$ cat config.mk
export PLATFORM = sky130hd
export DESIGN_NAME = multicycle_main_control
export DESIGN_NICKNAME = d
export VERILOG_FILES = /design/src/rtl/multicycle_main_control.sv
export SDC_FILE = /design/constraint.sdc
export NUM_CORES = 1
export LEC_CHECK = 0
export CAP_MARGIN = 20
export CORE_ASPECT_RATIO = 0.6
export CORE_MARGIN = 3
export CORE_UTILIZATION = 39
export CTS_CLUSTER_SIZE = 28
export DETAILED_ROUTE_END_ITERATION = 10
export PLACE_DENSITY_LB_ADDON = 0.08
export SYNTH_ARGS = -nofsm -noshare
export SYNTH_HDL_FRONTEND = slang
export SYNTH_SLANG_ARGS = --single-unit
$ cat constraint.sdc
create_clock -name clk -period 1.7 [get_ports clk]
set_input_delay 0.425 -clock clk [delete_from_list [all_inputs] [get_ports clk]]
set_output_delay 0.425 -clock clk [all_outputs]
set_load 0.01 [all_outputs]
$ cat src/rtl/multicycle_main_control.sv
// Main control FSM for the multi-cycle MIPS datapath: sequences each instruction
// through its phases and drives datapath enables plus the ALU op class (ALUOp1/ALUOp0/AluOpcode).
// Latency: outputs are registered from the next state, so they change on the clock edge that enters a state.
// Backpressure: none by default. With MCC_MEM_WAIT_EN defined, the FSM holds FETCH, MEMRD and MEMWR while
// MemReady=0. In that wait, PCWrite, IRWrite, MemWrite and InstrDone are masked, and MemRead stays high.
// Ports: clk, reset (async, active-high), Opcode (IR[31:26]), [MemReady], datapath enables,
//        ALUSrcA/ALUSrcB/PCSource muxes, ALUOp1/ALUOp0/AluOpcode, InstrDone pulse, sticky Trap.
// Optional feature macro: MCC_MEM_WAIT_EN (adds the MemReady handshake).
module multicycle_main_control #(
  parameter int STATE_W         = 4,
  parameter bit TRAP_ON_ILLEGAL = 1'b1
) (
  input  logic       clk,
  input  logic       reset,
  input  logic [5:0] Opcode,
`ifdef MCC_MEM_WAIT_EN
  input  logic       MemReady,
`endif
  output logic       PCWrite,
  output logic       PCWriteCond,
  output logic       IorD,
  output logic       MemRead,
  output logic       MemWrite,
  output logic       IRWrite,
  output logic       MemtoReg,
  output logic       RegWrite,
  output logic       RegDst,
  output logic       ALUSrcA,
  output logic [1:0] ALUSrcB,
  output logic [1:0] PCSource,
  output logic       ALUOp1,
  output logic       ALUOp0,
  output logic [5:0] AluOpcode,
  output logic       InstrDone,
  output logic       Trap
);

  typedef enum logic [STATE_W-1:0] {
    RST, FETCH, DECODE, MEMADR, MEMRD, MEMWB, MEMWR,
    EXEC_R, RWB, BRANCH, JUMP, EXEC_I, IWB, ILLEGAL
  } state_t;

  localparam logic [5:0] OP_R    = 6'b000000;
  localparam logic [5:0] OP_LW   = 6'b100011;
  localparam logic [5:0] OP_SW   = 6'b101011;
  localparam logic [5:0] OP_BEQ  = 6'b000100;
  localparam logic [5:0] OP_J    = 6'b000010;
  localparam logic [5:0] OP_ADDI = 6'b001000;
  localparam logic [5:0] OP_ANDI = 6'b001100;
  localparam logic [5:0] OP_ORI  = 6'b001101;
  localparam logic [5:0] OP_SLTI = 6'b001010;

  state_t state, nxt;
  logic   mem_ready;

`ifdef MCC_MEM_WAIT_EN
  assign mem_ready = MemReady;
`else
  assign mem_ready = 1'b1;
`endif

  // Registered versions of the enables that must be masked during a memory wait.
  logic pcwrite_q, irwrite_q, memwrite_q, instrdone_q;

  // Next-state decode.
  always_comb begin
    nxt = RST;
    case (state)
      RST:     nxt = FETCH;
      FETCH:   nxt = mem_ready ? DECODE : FETCH;
      DECODE: begin
        case (Opcode)
          OP_LW, OP_SW:                      nxt = MEMADR;
          OP_R:                              nxt = EXEC_R;
          OP_BEQ:                            nxt = BRANCH;
          OP_J:                              nxt = JUMP;
          OP_ADDI, OP_ANDI, OP_ORI, OP_SLTI: nxt = EXEC_I;
          default:                           nxt = ILLEGAL;
        endcase
      end
      MEMADR:  nxt = (Opcode == OP_LW) ? MEMRD : MEMWR;
      MEMRD:   nxt = mem_ready ? MEMWB : MEMRD;
      MEMWB:   nxt = FETCH;
      MEMWR:   nxt = mem_ready ? FETCH : MEMWR;
      EXEC_R:  nxt = RWB;
      RWB:     nxt = FETCH;
      BRANCH:  nxt = FETCH;
      JUMP:    nxt = FETCH;
      EXEC_I:  nxt = IWB;
      IWB:     nxt = FETCH;
      ILLEGAL: nxt = TRAP_ON_ILLEGAL ? ILLEGAL : FETCH;
      default: nxt = RST;
    endcase
  end

  // State plus all outputs, decoded from the state being entered.
  always_ff @(posedge clk or posedge reset) begin
    if (reset) begin
      state       <= RST;
      pcwrite_q   <= 1'b0;
      PCWriteCond <= 1'b0;
      IorD        <= 1'b0;
      MemRead     <= 1'b0;
      memwrite_q  <= 1'b0;
      irwrite_q   <= 1'b0;
      MemtoReg    <= 1'b0;
      RegWrite    <= 1'b0;
      RegDst      <= 1'b0;
      ALUSrcA     <= 1'b0;
      ALUSrcB     <= 2'b00;
      PCSource    <= 2'b00;
      ALUOp1      <= 1'b0;
      ALUOp0      <= 1'b0;
      AluOpcode   <= 6'b000000;
      instrdone_q <= 1'b0;
      Trap        <= 1'b0;
    end else begin
      state       <= nxt;
      pcwrite_q   <= (nxt == FETCH) || (nxt == JUMP);
      PCWriteCond <= (nxt == BRANCH);
      IorD        <= (nxt == MEMRD) || (nxt == MEMWR);
      MemRead     <= (nxt == FETCH) || (nxt == MEMRD);
      memwrite_q  <= (nxt == MEMWR);
      irwrite_q   <= (nxt == FETCH);
      MemtoReg    <= (nxt == MEMWB);
      RegWrite    <= (nxt == MEMWB) || (nxt == RWB) || (nxt == IWB);
      RegDst      <= (nxt == RWB);
      ALUSrcA     <= (nxt == MEMADR) || (nxt == EXEC_R) || (nxt == BRANCH) || (nxt == EXEC_I);
      ALUSrcB     <= (nxt == FETCH)                       ? 2'b01 :
                     (nxt == DECODE)                      ? 2'b11 :
                     ((nxt == MEMADR) || (nxt == EXEC_I)) ? 2'b10 : 2'b00;
      PCSource    <= (nxt == BRANCH) ? 2'b01 :
                     (nxt == JUMP)   ? 2'b10 : 2'b00;
      ALUOp1      <= (nxt == EXEC_R);
      ALUOp0      <= (nxt == BRANCH);
      // A stale immediate opcode in IR must never reach ALUControl outside EXEC_I,
      // otherwise the PC+4 / branch-target adds in FETCH/DECODE would be corrupted.
      AluOpcode   <= (nxt == EXEC_I) ? Opcode : 6'b000000;
      instrdone_q <= (nxt == MEMWB) || (nxt == MEMWR) || (nxt == RWB) || (nxt == BRANCH) ||
                     (nxt == JUMP) || (nxt == IWB) || ((nxt == ILLEGAL) && !TRAP_ON_ILLEGAL);
      Trap        <= Trap || (nxt == ILLEGAL);
    end
  end

  // Masking only applies in the memory-access states, so JUMP's PCWrite is unaffected.
  logic mem_ok;
  assign mem_ok = mem_ready || !((state == FETCH) || (state == MEMRD) || (state == MEMWR));

  assign PCWrite   = pcwrite_q   & mem_ok;
  assign IRWrite   = irwrite_q   & mem_ok;
  assign MemWrite  = memwrite_q  & mem_ok;
  assign InstrDone = instrdone_q & mem_ok;

endmodule

==> results.md, run 1 <==
* Status: completed
* Switching Fraction at 0.357
* Via count at 1046
* CTS tree: done
* CP Max Fanout at 4
* Setup violators final at 0
* Clk slew on worst S/H paths at 80 ps
* Synth area leaders: dfrtp_1, nor3_1, o21ai_0
* Root Buffer: clkbuf_8
* Clk sinks at 26
* Synth area leader: dfrtp_1
* Via/cell ratio at 5.03
* Initial core utilization at 0.438
* Power consumption at 3100 µW
* IO buf count at 31
* Die area at 3750 µm²
* Drc violations at 0
* Area occupied by multi-input gates at 546 µm²
* Mapped Avg Cell Area at 10.5 µm²
* Vias in the first global route at 1017
* HPWL Detailed at 2.15 mm
* Ant. Diodes at 0
* Gr usage total at 0.174
* Post-Route WL at 3.03 mm
* Ports at 32
* Switching pwr at 1110 µW
* Yosys warns at 0
* Critical Path Source Type: register
* Pint at 1990 µW
* Clk Latency, worst-skew pair at 270 ps
* Total grt overflow at 0
* Core area at 2700 µm²
* Pin count of the biggest net entering global routing at 27
* Maximum root-to-sink buffer count at 2
* Unique cell type count in the Yosys netlist at 35
* Utilization after layout at 0.692
* Clock share of power at 0.159
* Met1 Use GR at 0.246
* Setup TNS at 0 ps
* EDFF count, synth at 0
* First-pass GRT wire length at 5.13 mm
* Worst setup margin at 53.5 ps
* Cell breakdown of the critical path: nand2b_1, or3_2, and3_2, a41o_1
* Crit Path Class: register to register
* Final slew viol count at 0
* Max VDD drop at 0.000810 V
* Asr flop ratio synth at 1.00
* Num CTS Buffers at 3
* Initial antenna violation count at 0
* Area grow syn2layout at 57.9%
* Logic pwr share at 0.545
* Fillcell total at 226
* RSZ-0062 raised after global routing: yes
* Final Hold Fails at 0
* Yosys top cell area share at 0.550
* Minimum clock period at 1650 ps
* Die height at 48.7 µm
* CP endpoint kind: register
* Sequential share of power at 0.296
* Global route hottest layer: met2
* Share of layout cells above drive strength 1 at 0.369
* Final ANT Viol Nets at 0
* Pwr dens at 1660 nW/µm²
* Seq cells post-synth at 26
* Mapped cell area at 1180 µm²
* Die width at 77.1 µm
* Pleak at 0.000852 µW
* Worst slack at placement at -671 ps
* Hold Slack at 481 ps
* Nets at 177
* # rows at 14
* GP Congestion at 0.865
* Post-Syn Instances at 113
* CP max stage delay at 470 ps
* Post-synth top flop: dfrtp_1
* Initial DRC Count at 77
* Most common cell in the netlist: dfrtp_1
* Seq/Total Area, Yosys at 0.550
* Post-CTS Hold Buffers at 0
* H-tree lvl count at 1
* Met3 global-route usage at 0.0426
* Seq. cell area at 651 µm²
* Synth cell count leaders: dfrtp_1, inv_1, nor2_1
* Slowest stage cell, crit path: or3_2
* Clock Skews at 2.02 ps
* Maximum clock rate at 607 MHz
* Wire per inst at 14.6 µm
* Hold Crit Class: register to register
* CP required at 1860 ps
* Worst Path Arrival at 1810 ps
* Period utilization at 0.969
* First-pass DRT Iterations at 4
* Met2 Track Usage GR at 0.263
* R2R Setup Slk at 50 ps
* Max-cap viol count at 0
## layout by cell type (no fill, tap or decap), drive strengths merged, types with 2 or more instances in the layout
cell type,count
buf,30
dfrtp,26
clkdlybuf4s50,25
inv,9
nor2,9
nand2,7
o21ai,7
nor3,7
clkbuf,6
a21oi,5
and3,4
a211o,3
xnor2,3
conb,2
nand3,2
nand4,2
a41o,2
o21bai,2
nor4,2
or3,2
## power by group through the flow
stage               sequential (µW)  combinational [µW]  clock [µW]
finish                          917                1690         494
global route                    945                1830         536
CTS                             910                1620         514
detailed placement              924                1520           0
global placement                917                1500           0
floorplan                       964                 764           0
## per-layer routing
layer / routed length (µm) / share of wire / vias to the layer above
li1: - / - / 497
met1: 1390 / 0.46 / 503
met2: 1400 / 0.46 / 40
met3: 192 / 0.063 / 6
met4: 49 / 0.016 / 0
met5: 0 / 0 / -
## timing repair
action / in CTS / in global routing
buffers inserted: 1 / 1
gates cloned: 1 / 0
pin swaps: 6 / 6
resized for setup: 35 / 20
setup endpoints to repair: 17 / 10
## registers in the layout, indices dropped and copies added (netlist names)
name	flops
RegWrite	1
ALUSrcB	2
Trap	1
state	4
ALUSrcA	1
AluOpcode	6
IRWrite	1
MemtoReg	1
PCSource	2
RegDst	1
ALUOp1	1
MemRead	1
PCWrite	1
MemWrite	1
InstrDone	1
IorD	1
## critical path, delay by kind of cell, from the launching register on
family           cells  cell delay [ps]
flip-flops           1              450
AO/OA/AOI/OAI        1              200
AND/OR/NAND/NOR      3              900
## path summary, 6_finish.rpt
kind,from,to,cells past startpoint
max in group asynchronous,reset,state[3]$_DFF_PP0_,3
min in group asynchronous,reset,PCSource[1]$_DFF_PP0_,3
hold reg to reg,Trap$_DFF_PP0_,Trap$_DFF_PP0_,1
setup reg to reg,state[3]$_DFF_PP0_,MemRead$_DFF_PP0_,4
setup / recovery,state[3]$_DFF_PP0_,MemRead$_DFF_PP0_,4
hold / removal,Trap$_DFF_PP0_,Trap$_DFF_PP0_,1
## final cells by class
cell class              instances  area share
clock buffers                   3      0.0221
multi-input cells              71       0.292
inverters                       9      0.0181
well taps                      40      0.0268
clock inverters                 1      0.0161
repair buffers                 58       0.276
flip-flops and latches         26       0.349
## cell families (layout without fill, tap and decap cells)
logic type / after synthesis / after routing / share of synthesized area
flops: 26 / 26 / 0.550
xor+xnor: 3 / 3 / 0.0222
buf+inv: 18 / 71 / 0.0857
simple gates: 42 / 42 / 0.192
other cells: 1 / 2 / 0.00317
compound gates: 23 / 24 / 0.147
## per-stage QoR
step                      cell area [µm²]  std cells
final                                1870        208
after global routing                 1870        208
after CTS                            1820        208
after detailed placement             1690        202
after global placement               1690        202
after floorplan                      1200        114
(Power assumes the default switching activity.)
==> run 2: changes to the inputs <==
- CORE_ASPECT_RATIO: 0.6 -> not set
- GPL_ROUTABILITY_DRIVEN: not set -> 0
- TNS_END_PERCENT: not set -> 20
==> run 2 against run 1 <==
Clock power decreased by 14%. Utilization decreased by 5.6 points. Count of clock-buffer cells in the layout unchanged. Sequential power about the same. Worst hold slack got worse by 59 ps. Power decreased by 6.6%. Global-route usage decreased by 0.64 points. Wire length decreased by 6.6%. Critical endpoint is now AluOpcode[2]$_DFF_PP0_. Largest cell class unchanged. Largest power group unchanged.
==> results.md, run 2 (same netlist as run 1, synthesis figures left out) <==
* CP Max Fanout at 5
* Pleak at 0.000872 µW
* IO buf count at 31
* Ant. Diodes at 0
* Pwr dens at 1610 nW/µm²
* Initial DRC Count at 23
* CP required at 1970 ps
* Max VDD drop at 0.000958 V
* Drc violations at 0
* Ports at 32
* Die area at 3730 µm²
* Clk sinks at 26
* Post-Route WL at 2.83 mm
* Die width at 61.1 µm
* Minimum clock period at 1670 ps
* Biggest register: AluOpcode
* H-tree lvl count at 1
* First-pass GRT wire length at 4.48 mm
* Initial antenna violation count at 0
* Initial core utilization at 0.418
* Final ANT Viol Nets at 0
* Worst r2r path cells at 4
* Area grow syn2layout at 52.3%
* Utilization after layout at 0.636
* Die height at 61.1 µm
* Status: completed
* Share of layout cells above drive strength 1 at 0.300
* Maximum root-to-sink buffer count at 2
* R2R Setup Slk at 110 ps
* Worst slack at placement at -635 ps
* Final Hold Fails at 0
* Setup violators final at 0
* Commonest non-fill, non-tap cells in the layout: buf_4, dfrtp_1, clkdlybuf4s50_1
* Clock Skews at 9.23 ps
* Setup TNS at 0 ps
* Total grt overflow at 0
* RR Startpoint: state[3]$_DFF_PP0_
* Number of flip-flops in the largest register at 6
* Gr usage total at 0.168
* Placed Cells at 196
* Final slew viol count at 0
* Worst setup margin at 25.3 ps
* Fillcell total at 227
* RSZ-0062 raised after global routing: yes
* Critical Path Source Type: input port
* Worst Path Arrival at 1940 ps
* First-pass DRT Iterations at 4
* Final instance area at 1800 µm²
* Most common cell after layout, fill and taps aside: buf_4
* CTS tree: done
* Largest registers: AluOpcode (6), state (4)
* Vias in the first global route at 996
* Crit. Startpoint: Opcode[0]
* Post-CTS setup buffer count at 0
* Wire per inst at 14.1 µm
* Clk Latency, worst-skew pair at 330 ps
* Core area at 2830 µm²
* Placed inst area at 1700 µm²
* Hold Crit Class: input port to asynchronous set/reset pin
* Nets at 179
* Max-cap viol count at 0
* Via count at 1049
* Num CTS Buffers at 3
* Reg2reg end: MemRead$_DFF_PP0_
* Post-CTS Hold Buffers at 0
* Period utilization at 0.985
* CP endpoint kind: register
* HPWL Detailed at 2.01 mm
* Maximum clock rate at 597 MHz
* Clk slew on worst S/H paths at 140 ps
* Pin count of the biggest net entering global routing at 27
* Via/cell ratio at 5.22
* # rows at 19
* Root Buffer: clkbuf_4
* Crit Path Class: input port to register
* Finished Layout Cells at 201
-- run 2: cell type report --
cell class	count	area [µm²]	area share
flip-flops and latches	26	652	0.362
repair buffers	60	538	0.299
well taps	31	38.8	0.0215
clock buffers	3	22.5	0.0125
inverters	9	33.8	0.0188
clock inverters	1	30.0	0.0167
multi-input cells	71	485	0.270
-- run 2: through the flow --
step	power [µW]	hold WS [ps]
after floorplan	1730	465
after global placement	2400	456
after detailed placement	2410	456
after CTS	2900	431
after global routing	3120	459
final	2900	421
-- run 2: timing repair --
action / in CTS / in global routing
cloned: 1 / 0
gates resized for setup: 22 / 6
setup endpoints to repair: 17 / 14
pin swaps: 7 / 3
endpoints found under the hold margin: 0 / 0
-- run 2: per-layer routing --
metal / up-vias / wire (µm) / GRT usage
met5: - / 0 / 0
met4: 0 / 48 / 0.0743
met3: 5 / 85 / 0.0252
met2: 28 / 1510 / 0.296
met1: 511 / 1190 / 0.201
li1: 505 / - / -
-- run 2: worst max-delay path by stage --
| stage | end | slack [ps] |
|---|---|---|
| finish | AluOpcode[2]$_DFF_PP0_ | 30 |
| global route | AluOpcode[2]$_DFF_PP0_ | -30 |
| CTS | AluOpcode[2]$_DFF_PP0_ | 2 |
| detailed placement | AluOpcode[2]$_DFF_PP0_ | -630 |
| global placement | AluOpcode[3]$_DFF_PP0_ | -620 |
| floorplan | MemRead$_DFF_PP0_ | 30 |
-- run 2: power by group --
group	total [µW]	internal [µW]	switching (µW)	leakage (µW)
clock network	423	239	184	0.0000279
registers	919	813	106	0.000332
logic	1560	820	736	0.000512
-- run 2: worst max-delay path, stage by stage --
cell             delay (ps)
clkdlybuf4s15_2         210
o21bai_4                180
a2111oi_4               360
o211ai_1                180
a211o_2                 400
nor3_2                  180
